==> src/rtl/washing_machine_plant.sv <==
// Cycle-level washer emulator: turns controller actuator commands into the
// sensor feedback (water level, detergent, phase timeouts, door, fault).
module washing_machine_plant #(
  parameter int LEVEL_W     = 8,
  parameter int FULL_LEVEL  = 200,
  parameter int FILL_RATE   = 4,
  parameter int DRAIN_RATE  = 8,
  parameter int DET_CYCLES  = 3,
  parameter int WASH_CYCLES = 20,
  parameter int SPIN_CYCLES = 15,
  parameter int TMR_W       = 8
) (
  input  logic               clk,
  input  logic               reset,
  input  logic               door_open_req,
  input  logic               detergent_loaded,
  input  logic               door_lock,
  input  logic               motor_on,
  input  logic               fill_value_on,
  input  logic               drain_value_on,
  input  logic               soap_wash,
  input  logic               water_wash,
  input  logic               done,
  output logic               door_close,
  output logic               filled,
  output logic               drained,
  output logic               detergent_added,
  output logic               cycle_timeout,
  output logic               spin_timeout,
  output logic [LEVEL_W-1:0] level,
  output logic               fault
);

  localparam logic [LEVEL_W-1:0] FILL_INC   = LEVEL_W'(FILL_RATE);
  localparam logic [LEVEL_W-1:0] DRAIN_DEC  = LEVEL_W'(DRAIN_RATE);
  localparam logic [LEVEL_W:0]   FULL_THR   = (LEVEL_W+1)'(FULL_LEVEL);
  localparam logic [TMR_W-1:0]   WASH_MAX   = TMR_W'(WASH_CYCLES);
  localparam logic [TMR_W-1:0]   SPIN_MAX   = TMR_W'(SPIN_CYCLES);
  localparam logic [TMR_W-1:0]   DET_LAST   = TMR_W'(DET_CYCLES - 1);
  localparam logic [TMR_W-1:0]   TMR_ONE    = TMR_W'(1);

  typedef enum logic [1:0] {
    D_IDLE     = 2'd0,
    D_DISPENSE = 2'd1,
    D_DONE     = 2'd2
  } det_state_t;

  function automatic logic [LEVEL_W-1:0] sat_add(input logic [LEVEL_W-1:0] a,
                                                 input logic [LEVEL_W-1:0] b);
    logic [LEVEL_W:0] sum;
    sum = {1'b0, a} + {1'b0, b};
    return sum[LEVEL_W] ? {LEVEL_W{1'b1}} : sum[LEVEL_W-1:0];
  endfunction

  function automatic logic [LEVEL_W-1:0] sat_sub(input logic [LEVEL_W-1:0] a,
                                                 input logic [LEVEL_W-1:0] b);
    return (a < b) ? '0 : (a - b);
  endfunction

  function automatic logic [TMR_W-1:0] sat_inc(input logic [TMR_W-1:0] t,
                                               input logic [TMR_W-1:0] lim);
    return (t == lim) ? t : (t + TMR_ONE);
  endfunction

  logic [LEVEL_W-1:0] level_next;
  logic               valve_clash;
  det_state_t         det_state, det_state_next;
  logic [TMR_W-1:0]   det_cnt, det_cnt_next;
  logic               det_added_next;
  logic [TMR_W-1:0]   wash_tmr, wash_tmr_next;
  logic [TMR_W-1:0]   spin_tmr, spin_tmr_next;
  logic               soap_prev, water_prev;
  logic               wash_qual, wash_clr, spin_qual;
  logic               door_next, fault_next;

  // Water level integrator: both valves open is a plumbing fault, level holds.
  always_comb begin
    level_next  = level;
    valve_clash = fill_value_on && drain_value_on;
    if (fill_value_on && !drain_value_on) begin
      level_next = sat_add(level, FILL_INC);
    end else if (drain_value_on && !fill_value_on) begin
      level_next = sat_sub(level, DRAIN_DEC);
    end
  end

  // Dispenser FSM next state; the output register follows the next state so
  // detergent_added lines up with the state change.
  always_comb begin
    det_state_next = det_state;
    det_cnt_next   = det_cnt;
    unique case (det_state)
      D_IDLE: begin
        if (soap_wash && filled && detergent_loaded) begin
          det_state_next = D_DISPENSE;
          det_cnt_next   = '0;
        end
      end
      D_DISPENSE: begin
        if (det_cnt == DET_LAST) begin
          det_state_next = D_DONE;
        end else begin
          det_cnt_next = det_cnt + TMR_ONE;
        end
      end
      D_DONE: begin
        if (done) det_state_next = D_IDLE;
      end
      default: det_state_next = D_IDLE;
    endcase
    det_added_next = (det_state_next == D_DONE);
  end

  // A phase-flag rising edge restarts the wash timer so soap and rinse are
  // timed independently; clear has priority over counting.
  always_comb begin
    wash_qual = motor_on && (soap_wash || water_wash) && !drain_value_on;
    wash_clr  = !motor_on || (soap_wash && !soap_prev) || (water_wash && !water_prev);
    spin_qual = motor_on && drain_value_on && !fill_value_on;

    wash_tmr_next = wash_tmr;
    if (wash_clr)       wash_tmr_next = '0;
    else if (wash_qual) wash_tmr_next = sat_inc(wash_tmr, WASH_MAX);

    spin_tmr_next = spin_tmr;
    if (!motor_on)      spin_tmr_next = '0;
    else if (spin_qual) spin_tmr_next = sat_inc(spin_tmr, SPIN_MAX);
  end

  always_comb begin
    door_next  = door_lock ? door_close : !door_open_req;
    fault_next = fault || valve_clash ||
                 (!door_close && (motor_on || door_lock || fill_value_on));
  end

  always_ff @(posedge clk or negedge reset) begin
    if (!reset) begin
      det_state <= D_IDLE;
      det_cnt   <= '0;
    end else begin
      det_state <= det_state_next;
      det_cnt   <= det_cnt_next;
    end
  end

  always_ff @(posedge clk or negedge reset) begin
    if (!reset) begin
      level           <= '0;
      filled          <= 1'b0;
      drained         <= 1'b1;
      detergent_added <= 1'b0;
      wash_tmr        <= '0;
      spin_tmr        <= '0;
      cycle_timeout   <= 1'b0;
      spin_timeout    <= 1'b0;
      soap_prev       <= 1'b0;
      water_prev      <= 1'b0;
      door_close      <= 1'b0;
      fault           <= 1'b0;
    end else begin
      level           <= level_next;
      filled          <= ({1'b0, level_next} >= FULL_THR);
      drained         <= (level_next == '0);
      detergent_added <= det_added_next;
      wash_tmr        <= wash_tmr_next;
      spin_tmr        <= spin_tmr_next;
      cycle_timeout   <= (wash_tmr_next == WASH_MAX);
      spin_timeout    <= (spin_tmr_next == SPIN_MAX);
      soap_prev       <= soap_wash;
      water_prev      <= water_wash;
      door_close      <= door_next;
      fault           <= fault_next;
    end
  end

endmodule

==> config.mk <==
export PLATFORM = sky130hd
export DESIGN_NAME = washing_machine_plant
export DESIGN_NICKNAME = d
export VERILOG_FILES = /design/src/rtl/washing_machine_plant.sv
export SDC_FILE = /design/constraint.sdc
export NUM_CORES = 1
export LEC_CHECK = 0
export ABC_AREA = 1
export BUFFER_PORTS_ARGS = -buffer_cell sky130_fd_sc_hd__buf_2
export CAP_MARGIN = 20
export CORE_ASPECT_RATIO = 0.5
export CORE_MARGIN = 2
export CORE_UTILIZATION = 49
export CTS_BUF_LIST = sky130_fd_sc_hd__clkbuf_4 sky130_fd_sc_hd__clkbuf_8
export CTS_CLUSTER_SIZE = 24
export DETAILED_ROUTE_END_ITERATION = 8
export PLACE_DENSITY = 0.68
export SYNTH_ARGS = -nofsm -noshare
export SYNTH_HDL_FRONTEND = slang
export SYNTH_SLANG_ARGS = --single-unit
==> constraint.sdc <==
create_clock -name clk -period 2.46 [get_ports clk]
set_input_delay 0.123 -clock clk [delete_from_list [all_inputs] [get_ports clk]]
set_output_delay 0.123 -clock clk [all_outputs]
set_load 0.02 [all_outputs]
; After elaboration in Yosys (flattened, before gate mapping)
; Cells that the tools add are included.
; W data, S select, Z words.
[word_totals]
reg_bits = 43
input_bits = 11
[op_classes]
n_addsub = 5
magnitude_cmp = 2
n_eq_ne = 10
muxes = 17
n_reduce_logical = 30
[ops]
columns = op, n
row1 = $mux W8, 12
row2 = $add A8 B1 Y8 const B, 3
row3 = $eq A8 B4 Y1 const B, 2
row4 = $eq A8 B5 Y1 const B, 2
row5 = $pmux W8 S2, 1
row6 = $logic_and A1 B1 Y1, 12
row7 = $add A8 B3 Y9 const B, 1
row8 = $eq A8 B2 Y1 const B, 1
row9 = $ge A8 B8 Y1 const B, 1
row10 = $logic_not A8 Y1, 1
row11 = $lt A8 B4 Y1 const B, 1
row12 = $sub A8 B4 Y8 const B, 1
row13 = $logic_not A1 Y1, 7
row14 = $logic_or A1 B1 Y1, 7
row15 = $mux W2, 3
row16 = $pmux W2 S3, 1
row17 = $eq A2 B2 Y1 const B, 2
row18 = $ne A2 B2 Y1 const B, 2
row19 = $reduce_and A3 Y1, 1
row20 = $eq A2 B1 Y1 const B, 1
row21 = $logic_not A2 Y1, 1
row22 = $reduce_bool A2 Y1, 1

; Logic depth before layout (Yosys ltp)
; Gate-level depths: netlist of run 1.
[depth]
word_depth = 6
ltp_mapped = 12
mapped_depth_nobuf = 12

; Worst setup path before layout of run 1
; Ideal clock, no wire load.
[synth_path]
kind = reg2reg
start = reg level[5]
end = reg filled
arrival_ns = 1.448
t_required_ns = 2.343
slack_ns = 0.895
path_stages_with_launch = 9
path_buffers = 1
period_less_slack_ns = 1.565
path_cell_list = dfrtp_1 > buf_2 > nor2_1 > nand2_1 > nand3_1 > o21ai_0 > o21ai_0 > nand3_1 > nor2b_4
[synth_between]
elab_chain_cells = 5
word_cells_on_any_way = 8
cone_classes = 2 x add/sub / 2 x order compare / 4 x mux
[synth_lines]
columns = element, line_no
row1 = start: declaration, 30  ; output logic [LEVEL_W-1:0] level,
row2 = start signal: assignment, 161  ; level <= level_next;
row3 = $sub A8 B4 Y8 or $lt A8 B4 Y1 (tied branches), 57  ; return (a < b) ? '0 : (a - b);
row4 = $mux W8, 57
row5 = $mux W8, 82  ; end else if (drain_value_on && !fill_value_on) begin
row6 = $mux W8 (*), 80  ; if (fill_value_on && !drain_value_on) begin
row7 = $ge A8 B8 Y1 (*), 162  ; filled <= ({1'b0, level_next} >= FULL_THR);
row8 = end signal: assignment, 162
row9 = end: declaration, 25  ; output logic filled,
; Every way passes the cells marked *; elsewhere a longest branch is shown, timed or not.
; A chain may end at the register's enable or synchronous reset.

; Worst setup path after layout of run 1
[layout_path]
start = reg det_cnt[0]
end = reg det_cnt[2]
[layout_between]
elab_chain_cells = 3
word_cells_on_any_way = 6
cone_classes = 1 x add/sub / 2 x eq/ne / 2 x mux / 1 x reduce/logical
[layout_lines]
columns = element, line_no
row1 = start: declaration, 68  ; logic [TMR_W-1:0] det_cnt, det_cnt_next;
row2 = start signal: assignment, 142  ; det_cnt <= det_cnt_next;
row3 = $add A8 B1 Y8 or $eq A8 B2 Y1 (tied branches), "103, 100"
row4 = $mux W8 or $ne A2 B2 Y1 (tied branches), n/a
row5 = $pmux W8 S2 or $reduce_and A3 Y1 (tied branches), n/a
; Several ways; a longest one is shown, not always the timed one. The select of a mux whose other input is x is not followed.

==> impl_metrics.py, run 1 <==
metrics = {
    "logic_synthesis": {
        "synth_area_leader_cell": "dfrtp_1",
        "synthesis.nets": 375,
        "synth.avg_cell_area_sq_um": 7.22,
        "syn-cell-area_sq_um": 2570,
        "ys_ff_latch": 43,
        "yosysWarnings": 0,
        "yosysSeqAreaShare_pct": 41.9,
        "syn_inst": 356,
        "yosysUniqueCellTypes": 27,
        "synthTopCellsByArea": "dfrtp_1 (41%), nand2_1 (15%), inv_1 (8.6%)",
        "synth_top_area_share_pct": 40.9,
    },
    "critical_path": {
        "rrSetupSlack_ns": 0.71,
        "reg2regPathDepth": 8,
        "crit_path_start_kind": "flop",
        "r2r_end": "det_cnt[2]",
        "cp-end-kind": "flop",
        "worstPathRequired_ns": 2.70,
        "path_max_fanout": 8,
        "startpoint": "det_cnt[0]",
        "critPathKind": "reg -> reg",
        "crit_arrival_ns": 1.98,
        "r2r_start": "det_cnt[0]",
    },
    "placement": {
        "hpwl_um": 3990,
        "gp_congestion": 0.873,
        "port_buffers": 25,
        "dp_cells": 448,
    },
    "die": {
        "rows": 18,
        "die_area_sq_um": 5880,
        "initial_core_util_pct": 51.4,
        "die_h_um": 55.2,
        "fp.dieW_um": 106,
        "ios": 26,
        "core_sq_um": 5000,
    },
    "drt": {
        "vias_per_cell": 5.02,
        "drtAntennaViolNets": 0,
        "drtIter0Drc": 114,
        "drc": 0,
        "routed_wl_um": 5340,
        "dr.pass1.iters": 4,
        "num_vias": 2310,
        "wire_per_inst_um": 11.6,
    },
    "power_and_ir_drop": {
        "power.switching_mw": 0.928,
        "clkPwrFrac_pct": 20.3,
        "p_total_mw": 2.28,
        "p_leak_nw": 1.56,
        "power_density_nw_per_um2": 784,
        "sw_frac_of_total_pct": 40.7,
        "p_seq_share_pct": 44.2,
        "p_int_mw": 1.35,
        "combPwrFrac_pct": 35.5,
        "vdd.ir_drop.worst_mv": 0.525,
    },
    "clocking": {
        "cts.repair_timing.setup_buffer_count": 0,
        "insertion_delay_ns": 0.30,
        "ctsResizeCount": 0,
        "cts_root_buffer": "clkbuf_8",
        "clockBufferDepth": 2,
        "clkSinkCount": 43,
        "cts_hold_buffers": 2,
        "clk_pin_slew_worst_paths_ns": 0.08,
        "cts_buffers": 5,
        "cts_tree": "yes",
        "htreeDepth": 2,
    },
    "sta": {
        "worst_pin_slew_ns": 0.492,
        "max_freq_mhz": 573,
        "skew_ns": 0.00576,
        "hold_viol_final": 0,
        "layout_worst_path_cycle_share_pct": 70.9,
        "setup_viol": 0,
        "holdWs_ns": 0.0160,
        "timing.final.crit_period_ns": 1.75,
        "max-slew-margin-rel_pct": 67.2,
        "setup_tns_ns": 0,
        "slew_viol_final": 0,
        "rsz0062_at_grt": "no",
    },
    "grt": {
        "grt_usage_pct": 19.6,
        "grt_max_degree": 44,
        "grt_pass1_wl_um": 9160,
        "antenna_found_initial": 0,
        "grt_pass1_vias": 2071,
        "overflow": 0,
    },
    "cells_and_area": {
        "finalNonFillerCells": 460,
        "antenna-diode-count": 0,
        "final_common_cell": "nand2_1",
        "fin_util_pct": 58.1,
        "final_cell_mix": "nand2_1 (102), inv_1 (59), dfrtp_1 (42), nor2_1 (37), nand3_1 (34)",
        "syn_to_final_growth_pct": 13.0,
        "layout-drive-gt1-share_pct": 14.1,
        "finalNetCount": 408,
        "fillCellCount": 504,
    },
    "outcome": {
        "outcome": "completed",
    },
    "worst_hold_path": {
        "worstHoldStart": "door_open_req",
        "hp-class": "in -> reg",
        "min_to": "door_close",
        "min_path_cells": 2,
    },
    "run": {
        "cap_viol_max_count": 0,
    },
}
==> cell usage after synthesis (all sizes together) <==
| cell | instances |
|---|---|
| nor4 | 1 |
| dfrtp | 42 |
| inv | 62 |
| o21ai | 13 |
| nor2 | 46 |
| xor2 | 5 |
| or2 | 4 |
| nand3b | 1 |
| o21bai | 3 |
| xnor2 | 3 |
| nand2 | 104 |
| nand3 | 34 |
| nor3 | 4 |
| o211ai | 1 |
| dfstp | 1 |
| o31ai | 3 |
| ha | 8 |
| o21a | 1 |
| nor2b | 1 |
| buf | 3 |
| nand4 | 11 |
| a21oi | 5 |
==> how the worst max path moves through the flow <==
stage	to	slack (ns)	cells past startpoint
2_1_floorplan	filled	0.90	8
3_3_place_gp	det_cnt[0]	0.80	8
3_5_place_dp	det_cnt[2]	0.76	8
4_1_cts	det_cnt[2]	0.75	8
5_1_grt	det_cnt[2]	0.44	8
6_report	det_cnt[2]	0.71	8
==> per-stage QoR <==
step	worst slack, ns	area (sq um)
floorplan	0.895	2570
global placement	0.796	2770
detailed placement	0.763	2770
finish	0.715	2900
global route	0.436	2900
CTS	0.746	2870
==> metal layers <==
metal | vias to the layer above | wire length (um) | global-route usage, % | share of wire [%]
li1 | 1184 | - | - | -
met1 | 1079 | 2650 | 27.0 | 50
met2 | 39 | 2390 | 30.6 | 45
met3 | 8 | 252 | 5.79 | 4.7
met4 | 0 | 50 | 4.64 | 0.94
met5 | - | 0 | 0 | 0
==> worst max-delay path, stage by stage (launching register included) <==
cell and delay (ns):
dfrtp_1 0.42, inv_1 0.09, ha_1 0.15, nand4_1 0.09
nor4_1 0.37, nor2_1 0.20, nor2_4 0.22, nand2_1 0.08
nand2_1 0.07
==> power by group through the flow <==
stage / Sequential, mW / Combinational (mW) / Clock, mW
floorplan: 1.06 / 0.517 / 0
global placement: 1.01 / 0.774 / 0
detailed placement: 1.02 / 0.794 / 0
CTS: 1.01 / 0.799 / 0.477
global route: 1.03 / 0.916 / 0.512
finish: 1.01 / 0.809 / 0.461
==> cells by family after synthesis <==
kind of cell / after synthesis / synth area share (%)
and+or+nand+nor: 206 / 35.7
buffers and inverters: 65 / 9.74
DFF: 43 / 41.9
AOI/OAI and AO/OA: 26 / 6.04
xor gates and xnor gates: 8 / 2.73
adders and majority gates: 8 / 3.89
==> area by class of cell <==
type	count	area, sq um	share of cell area, %
Tap cell	70	87.6	3.02
Clock buffer	7	83.8	2.89
Inverter	62	233	8.01
Timing Repair Buffer	29	175	6.03
Multi-Input combinational cell	248	1240	42.8
Sequential cell	43	1080	37.1
Clock inverter	1	5.00	0.172
==> registers in the layout (all words and copies together) (netlist names), 2 cells and up <==
register   cells
det_cnt        8
det_state      2
level          8
spin_tmr       8
wash_tmr       8
No activity file was read; power rests on OpenSTA's default activity.
==> run 2: changes to the inputs <==
--- a/config.mk
+++ b/config.mk
@@ -5,7 +5,7 @@
 export SDC_FILE = /design/constraint.sdc
 export NUM_CORES = 1
 export LEC_CHECK = 0
-export ABC_AREA = 1
+export ABC_AREA = 0
 export BUFFER_PORTS_ARGS = -buffer_cell sky130_fd_sc_hd__buf_2
 export CAP_MARGIN = 20
 export CORE_ASPECT_RATIO = 0.5
@@ -14,7 +14,7 @@
 export CTS_BUF_LIST = sky130_fd_sc_hd__clkbuf_4 sky130_fd_sc_hd__clkbuf_8
 export CTS_CLUSTER_SIZE = 24
 export DETAILED_ROUTE_END_ITERATION = 8
-export PLACE_DENSITY = 0.68
+export PLACE_DENSITY = 0.71
 export SYNTH_ARGS = -nofsm -noshare
 export SYNTH_HDL_FRONTEND = slang
 export SYNTH_SLANG_ARGS = --single-unit
==> constraint.sdc (replaced) <==
create_clock -name clk -period 1.56 [get_ports clk]
set_input_delay 0.078 -clock clk [delete_from_list [all_inputs] [get_ports clk]]
set_output_delay 0.078 -clock clk [all_outputs]
set_load 0.02 [all_outputs]
==> run 2 against run 1 <==
Net effect:
- the run now ends with negative setup slack left
- fmax fell by 0.77%
- die area fell by 3.4%
- first-iteration DRC count fell by 49%
- synthesized cell count fell by 28%
- sequential power rose by 59%
- clock power rose by 100%
- global-route usage rose by 2.6 points
==> impl_metrics.py, run 2 <==
metrics = {
    "cells_and_area": {
        "final_common_cell": "buf_4",
        "final_cell_mix": "buf_4 (51), dfrtp_1 (38), nor2_1 (29), buf_2 (25), nand2_1 (21)",
        "layout-drive-gt1-share_pct": 40.4,
        "syn_to_final_growth_pct": 39.2,
        "fillCellCount": 357,
        "finalNetCount": 360,
        "antenna-diode-count": 0,
    },
    "logic_synthesis": {
        "async_flop_share_pct": 100,
        "synth_top_area_share_pct": 42.4,
        "synth.avg_cell_area_sq_um": 9.61,
        "synth_edf_count": 0,
        "synth_top_cells_by_count": "dfrtp_1 (42), nor2_1 (30), nand2_1 (24)",
        "synth_area_leader_cell": "dfrtp_1",
        "yosysUniqueCellTypes": 58,
        "synthFlopType": "dfrtp_1",
        "synth_most_common_cell": "dfrtp_1",
        "syn_inst": 258,
        "synthesis.nets": 277,
        "syn-cell-area_sq_um": 2480,
        "yosysSeqAreaShare_pct": 43.5,
        "ys_ff_latch": 43,
        "synthTopCellsByArea": "dfrtp_1 (42%), nor2_1 (4.5%), ha_1 (4.0%)",
        "yosysWarnings": 0,
    },
    "clocking": {
        "cts_buffers": 5,
        "clkSinkCount": 43,
        "clockBufferDepth": 2,
        "insertion_delay_ns": 0.30,
        "cts_root_buffer": "clkbuf_8",
        "cts_tree": "yes",
        "htreeDepth": 2,
        "clk_pin_slew_worst_paths_ns": 0.09,
    },
    "power_and_ir_drop": {
        "vdd.ir_drop.worst_mv": 0.820,
        "p_total_mw": 4.46,
        "power_density_nw_per_um2": 1290,
        "p_leak_nw": 1.53,
    },
    "grt": {
        "grt_usage_pct": 22.2,
        "grt_max_degree": 44,
        "overflow": 0,
        "grt_pass1_wl_um": 9750,
        "antenna_found_initial": 0,
        "grt_pass1_vias": 2151,
    },
    "critical_path": {
        "r2r_end": "drained",
        "critPathKind": "reg -> reg",
        "crit_path_start_kind": "flop",
        "r2r_start": "level[3]",
        "reg2regPathDepth": 7,
        "startpoint": "level[3]",
        "path_cells": "inv_4, ha_4, nor4bb_2, a311oi_2, o22ai_2, a211oi_2, nor4b_4",
        "worstPathRequired_ns": 1.77,
        "max_stage_delay_ns": 0.46,
        "path_max_fanout": 5,
        "rrSetupSlack_ns": -0.20,
        "cp_slowest_cell": "dfrtp_2",
        "cp-end-kind": "flop",
        "crit_arrival_ns": 1.97,
    },
    "drt": {
        "vias_per_cell": 5.48,
        "dr.max_layer_used": "met4",
        "routed_wl_um": 6370,
        "dr.pass1.iters": 4,
        "drc": 0,
        "drtIter0Drc": 58,
        "num_vias": 2256,
        "drtAntennaViolNets": 0,
        "wl_met2_um": 3190,
        "m1WireLength_um": 2920,
        "met3_wirelength_um": 207,
        "wire_per_inst_um": 15.5,
    },
    "worst_hold_path": {
        "worstHoldStart": "done",
        "hp-class": "in -> reg",
        "min_path_cells": 4,
        "min_to": "detergent_added",
    },
    "sta": {
        "layout_worst_path_cycle_share_pct": 113,
        "setup_slack_ns": -0.199,
        "hold_viol_final": 0,
        "setup_tns_ns": -0.951,
        "timing.final.crit_period_ns": 1.76,
        "max-slew-margin-rel_pct": 52.8,
        "rsz0062_at_grt": "yes",
        "max_freq_mhz": 569,
        "worst_pin_slew_ns": 0.709,
        "skew_ns": 0.0105,
        "slew_viol_final": 0,
        "setup_viol": 11,
    },
    "placement": {
        "gp_congestion": 0.879,
        "port_buffers": 25,
        "pre_cts_slack_ns": -0.276,
        "hpwl_um": 4180,
    },
    "outcome": {
        "outcome": "complete, but fails checks",
        "violations": "negative setup slack",
    },
    "die": {
        "initial_core_util_pct": 50.5,
        "ios": 26,
        "die_h_um": 54.3,
        "rows": 18,
        "core_sq_um": 4910,
        "fp.dieW_um": 105,
        "die_area_sq_um": 5680,
    },
    "run": {
        "cap_viol_max_count": 0,
    },
}
## run 2: cell types whose count changed after synthesis, moves of 5 or more
| cell | change |
|---|---|
| a211oi_1 | +5 |
| clkbuf_1 | +5 |
| inv_1 | -45 |
| mux2i_1 | +5 |
| nand2_1 | -78 |
| nand3_1 | -27 |
| nand4_1 | -6 |
| nor2_1 | -7 |
| nor2_2 | -6 |
| nor2b_1 | +5 |
| xnor2_1 | +6 |
## run 2: per-stage QoR
step           utilization [%]  hold slack, ns  cell area [sq um]  cells
2_1_floorplan                -          -0.218               2510    258
3_3_place_gp              61.9           0.184               3040    393
3_5_place_dp              61.9           0.193               3040    393
4_1_cts                   67.2          0.0932               3300    408
5_1_grt                   70.3           0.110               3450    412
6_report                  70.3          0.0997               3450    412
## run 2: worst max-delay path: cells and delay by family, from the launching register on
family,cells,cell delay (ns)
buf+inv,1,0.06
flops,1,0.46
compound gates,3,0.59
fa+ha+maj,1,0.17
simple gates,2,0.40
## run 2: cells by family (layout without fill, tap and decap cells)
| kind of cell | count (synthesis) | after routing | synth area share, % |
|---|---|---|---|
| xor gates and xnor gates | 17 | 17 | 6.01 |
| buffers and inverters | 22 | 106 | 3.74 |
| AOI/OAI and AO/OA | 46 | 46 | 13.3 |
| muxes | 5 | 5 | 2.02 |
| adders and majority gates | 8 | 8 | 4.04 |
| DFF | 43 | 43 | 43.5 |
| and+or+nand+nor | 117 | 117 | 27.4 |
## run 2: per-layer routing
layer,global-route usage (%),up-vias
li1,-,1092
met1,25.4,1117
met2,43.2,43
met3,4.88,4
met4,7.11,0
met5,0,-
## run 2: how the worst max path moves through the flow
stage	to	slack [ns]	cells past startpoint
detailed placement	drained	-0.28	7
global route	cycle_timeout	-0.31	7
CTS	filled	-0.14	4
floorplan	filled	-0.21	5
finish	drained	-0.20	7
global placement	filled	-0.19	6
## run 2: cell type report
cell class	instances	area (sq um)	share of cell area, %
multi-input combinational	193	1520	43.9
sequential	43	1080	31.4
timing repair buffer	84	592	17.2
tap	70	87.6	2.54
clock buffer	6	82.6	2.39
inverter	14	55.1	1.60
clock inverter	2	35.0	1.02
## run 2: timing repair
action / 4_1_cts / 5_1_grt
hold endpoints to repair: 45 / 0
hold buffers: 5 / 0
endpoints found under the setup margin: 11 / 19
setup buffers: 2 / 6
resized for setup: 18 / 26
pin swaps: 9 / 12
## run 2: where the power goes
group          switching, mW  internal, mW  leakage, nW  total (mW)
sequential             0.244          1.37        0.550        1.61
clock                  0.414         0.519       0.0612       0.933
combinational           1.03         0.880        0.916        1.91
total                   1.69          2.77         1.53        4.46
==> run 3: changes to the inputs <==
--- a/config.mk
+++ b/config.mk
@@ -8,13 +8,15 @@
 export ABC_AREA = 0
 export BUFFER_PORTS_ARGS = -buffer_cell sky130_fd_sc_hd__buf_2
 export CAP_MARGIN = 20
+export CELL_PAD_IN_SITES_DETAIL_PLACEMENT = 0
+export CELL_PAD_IN_SITES_GLOBAL_PLACEMENT = 1
 export CORE_ASPECT_RATIO = 0.5
 export CORE_MARGIN = 2
-export CORE_UTILIZATION = 49
+export CORE_UTILIZATION = 43
 export CTS_BUF_LIST = sky130_fd_sc_hd__clkbuf_4 sky130_fd_sc_hd__clkbuf_8
 export CTS_CLUSTER_SIZE = 24
 export DETAILED_ROUTE_END_ITERATION = 8
-export PLACE_DENSITY = 0.71
+export PLACE_DENSITY_LB_ADDON = 0.1
 export SYNTH_ARGS = -nofsm -noshare
 export SYNTH_HDL_FRONTEND = slang
 export SYNTH_SLANG_ARGS = --single-unit
==> run 3 against run 2 <==
Net effect:
- the run still ends with negative setup slack left
- setup slack got worse by 0.047 ns
- global-route usage fell by 2.7 points
- critical path depth did not move
- clock power fell by 2%
- worst hold slack got worse by 0.024 ns
- clock skew fell by 0.0043 ns
- first-iteration DRC count rose by 76%
- critical path type unchanged
- largest cell class unchanged
==> impl_metrics.py, run 3 (synthesized netlist as in run 2, its figures left out) <==
metrics = {
    "outcome": {
        "outcome": "complete, but fails checks",
        "violations": "negative setup slack",
    },
    "clocking": {
        "clkSinkCount": 43,
        "htreeDepth": 2,
        "cts_buffers": 5,
        "cts_root_buffer": "clkbuf_8",
        "insertion_delay_ns": 0.29,
        "clk_pin_slew_worst_paths_ns": 0.08,
        "clockBufferDepth": 2,
        "cts_tree": "yes",
    },
    "sta": {
        "slew_viol_final": 0,
        "setup_slack_ns": -0.246,
        "setup_tns_ns": -0.718,
        "setup_viol": 8,
        "max-slew-margin-rel_pct": 58.5,
        "worst_pin_slew_ns": 0.623,
        "hold_viol_final": 0,
        "max_freq_mhz": 554,
        "holdWs_ns": 0.0761,
        "rsz0062_at_grt": "yes",
        "layout_worst_path_cycle_share_pct": 116,
        "skew_ns": 0.00621,
        "timing.final.crit_period_ns": 1.81,
    },
    "critical_path": {
        "reg2regPathDepth": 7,
        "critPathKind": "reg -> reg",
        "path_max_fanout": 6,
        "crit_arrival_ns": 2.04,
        "r2r_start": "level[3]",
        "crit_path_start_kind": "flop",
        "r2r_end": "filled",
        "cp-end-kind": "flop",
        "max_stage_delay_ns": 0.47,
        "cp_slowest_cell": "dfrtp_2",
        "worstPathRequired_ns": 1.79,
        "rrSetupSlack_ns": -0.25,
        "path_cells": "inv_2, ha_4, nor4bb_1, a311oi_2, o22ai_1, a211oi_2, and3b_1",
    },
    "drt": {
        "met3_wirelength_um": 198,
        "vias_per_cell": 5.27,
        "drtIter0Drc": 102,
        "dr.pass1.iters": 4,
        "drc": 0,
        "m1WireLength_um": 3110,
        "num_vias": 2213,
        "drtAntennaViolNets": 0,
        "wl_met2_um": 2770,
        "wire_per_inst_um": 14.5,
        "dr.max_layer_used": "met4",
        "routed_wl_um": 6090,
    },
    "power_and_ir_drop": {
        "p_leak_nw": 1.53,
        "p_int_mw": 2.79,
        "combPwrFrac_pct": 43.0,
        "clkPwrFrac_pct": 20.7,
        "power.switching_mw": 1.64,
        "p_seq_share_pct": 36.3,
        "power_density_nw_per_um2": 1260,
        "sw_frac_of_total_pct": 37.0,
        "p_total_mw": 4.43,
        "vdd.ir_drop.worst_mv": 0.784,
    },
    "run": {
        "cap_viol_max_count": 0,
    },
    "cells_and_area": {
        "final_common_cell": "buf_4",
        "final_cell_mix": "buf_4 (54), dfrtp_1 (38), nor2_1 (28), buf_2 (25), nand2_1 (20)",
        "multi_input_area_sq_um": 1530,
        "seq_area_sq_um": 1080,
        "layout-drive-gt1-share_pct": 40.9,
        "syn_to_final_growth_pct": 41.8,
        "fin_util_pct": 63.7,
        "final_cell_area_sq_um": 3520,
        "finalNonFillerCells": 420,
        "finalNetCount": 365,
        "fillCellCount": 461,
        "antenna-diode-count": 0,
    },
    "placement": {
        "placed_cell_area_sq_um": 3110,
        "dp_cells": 404,
        "gp_congestion": 0.897,
        "pre_cts_slack_ns": -0.211,
        "port_buffers": 25,
        "hpwl_um": 4270,
    },
    "die": {
        "die_area_sq_um": 6420,
        "die_h_um": 57.7,
        "core_sq_um": 5520,
        "initial_core_util_pct": 44.9,
        "fp.dieW_um": 111,
        "rows": 19,
        "ios": 26,
    },
    "grt": {
        "antenna_found_initial": 0,
        "grt_usage_pct": 19.4,
        "grt_pass1_wl_um": 10100,
        "grt_pass1_vias": 2139,
        "grt_max_degree": 24,
        "overflow": 0,
    },
    "worst_hold_path": {
        "min_to": "detergent_added",
        "hp-class": "in -> reg",
        "worstHoldStart": "done",
        "min_path_cells": 4,
    },
}
## run 3: routing by layer
metal,vias to the layer above,GRT usage (%)
met5,-,0
met4,0,2.47
met3,2,4.60
met2,34,31.4
li1,1104,-
met1,1073,27.9
## run 3: worst max path at each step
stage	start	end
after floorplan	level[7]	filled
after global placement	wash_tmr[0]	cycle_timeout
after detailed placement	level[3]	drained
after CTS	level[7]	drained
after global routing	level[3]	filled
final	level[3]	filled
## run 3: final cells by class
type | instances | share of cell area [%]
Timing Repair Buffer | 89 | 18.4
Sequential cell | 43 | 30.8
Clock inverter | 2 | 0.996
Inverter | 14 | 1.49
Clock buffer | 6 | 2.35
Tap cell | 73 | 2.60
Multi-Input combinational cell | 193 | 43.4
## run 3: timing repair
| action | 4_1_cts | 5_1_grt |
|---|---|---|
| setup endpoints to repair | 12 | 16 |
| hold buffers | 5 | 0 |
| endpoints found under the hold margin | 22 | 0 |
| cloned | 0 | 0 |
| setup buffers | 3 | 0 |
| resized for setup | 16 | 28 |
| pin swaps | 10 | 10 |
## run 3: power by group through the flow
stage               clock, mW  combinational (mW)  sequential [mW]
global placement            0                1.65             1.60
floorplan                   0               0.825             1.76
finish                  0.915                1.90             1.61
global route            0.980                2.10             1.65
detailed placement          0                1.65             1.62
CTS                     0.937                1.72             1.60
## run 3: worst max-delay path: cells and delay by family, from the launching register on
family | cells | cell delay (ns)
buf+inv | 1 | 0.10
fa+ha+maj | 1 | 0.15
compound gates | 3 | 0.42
flops | 1 | 0.47
simple gates | 2 | 0.60
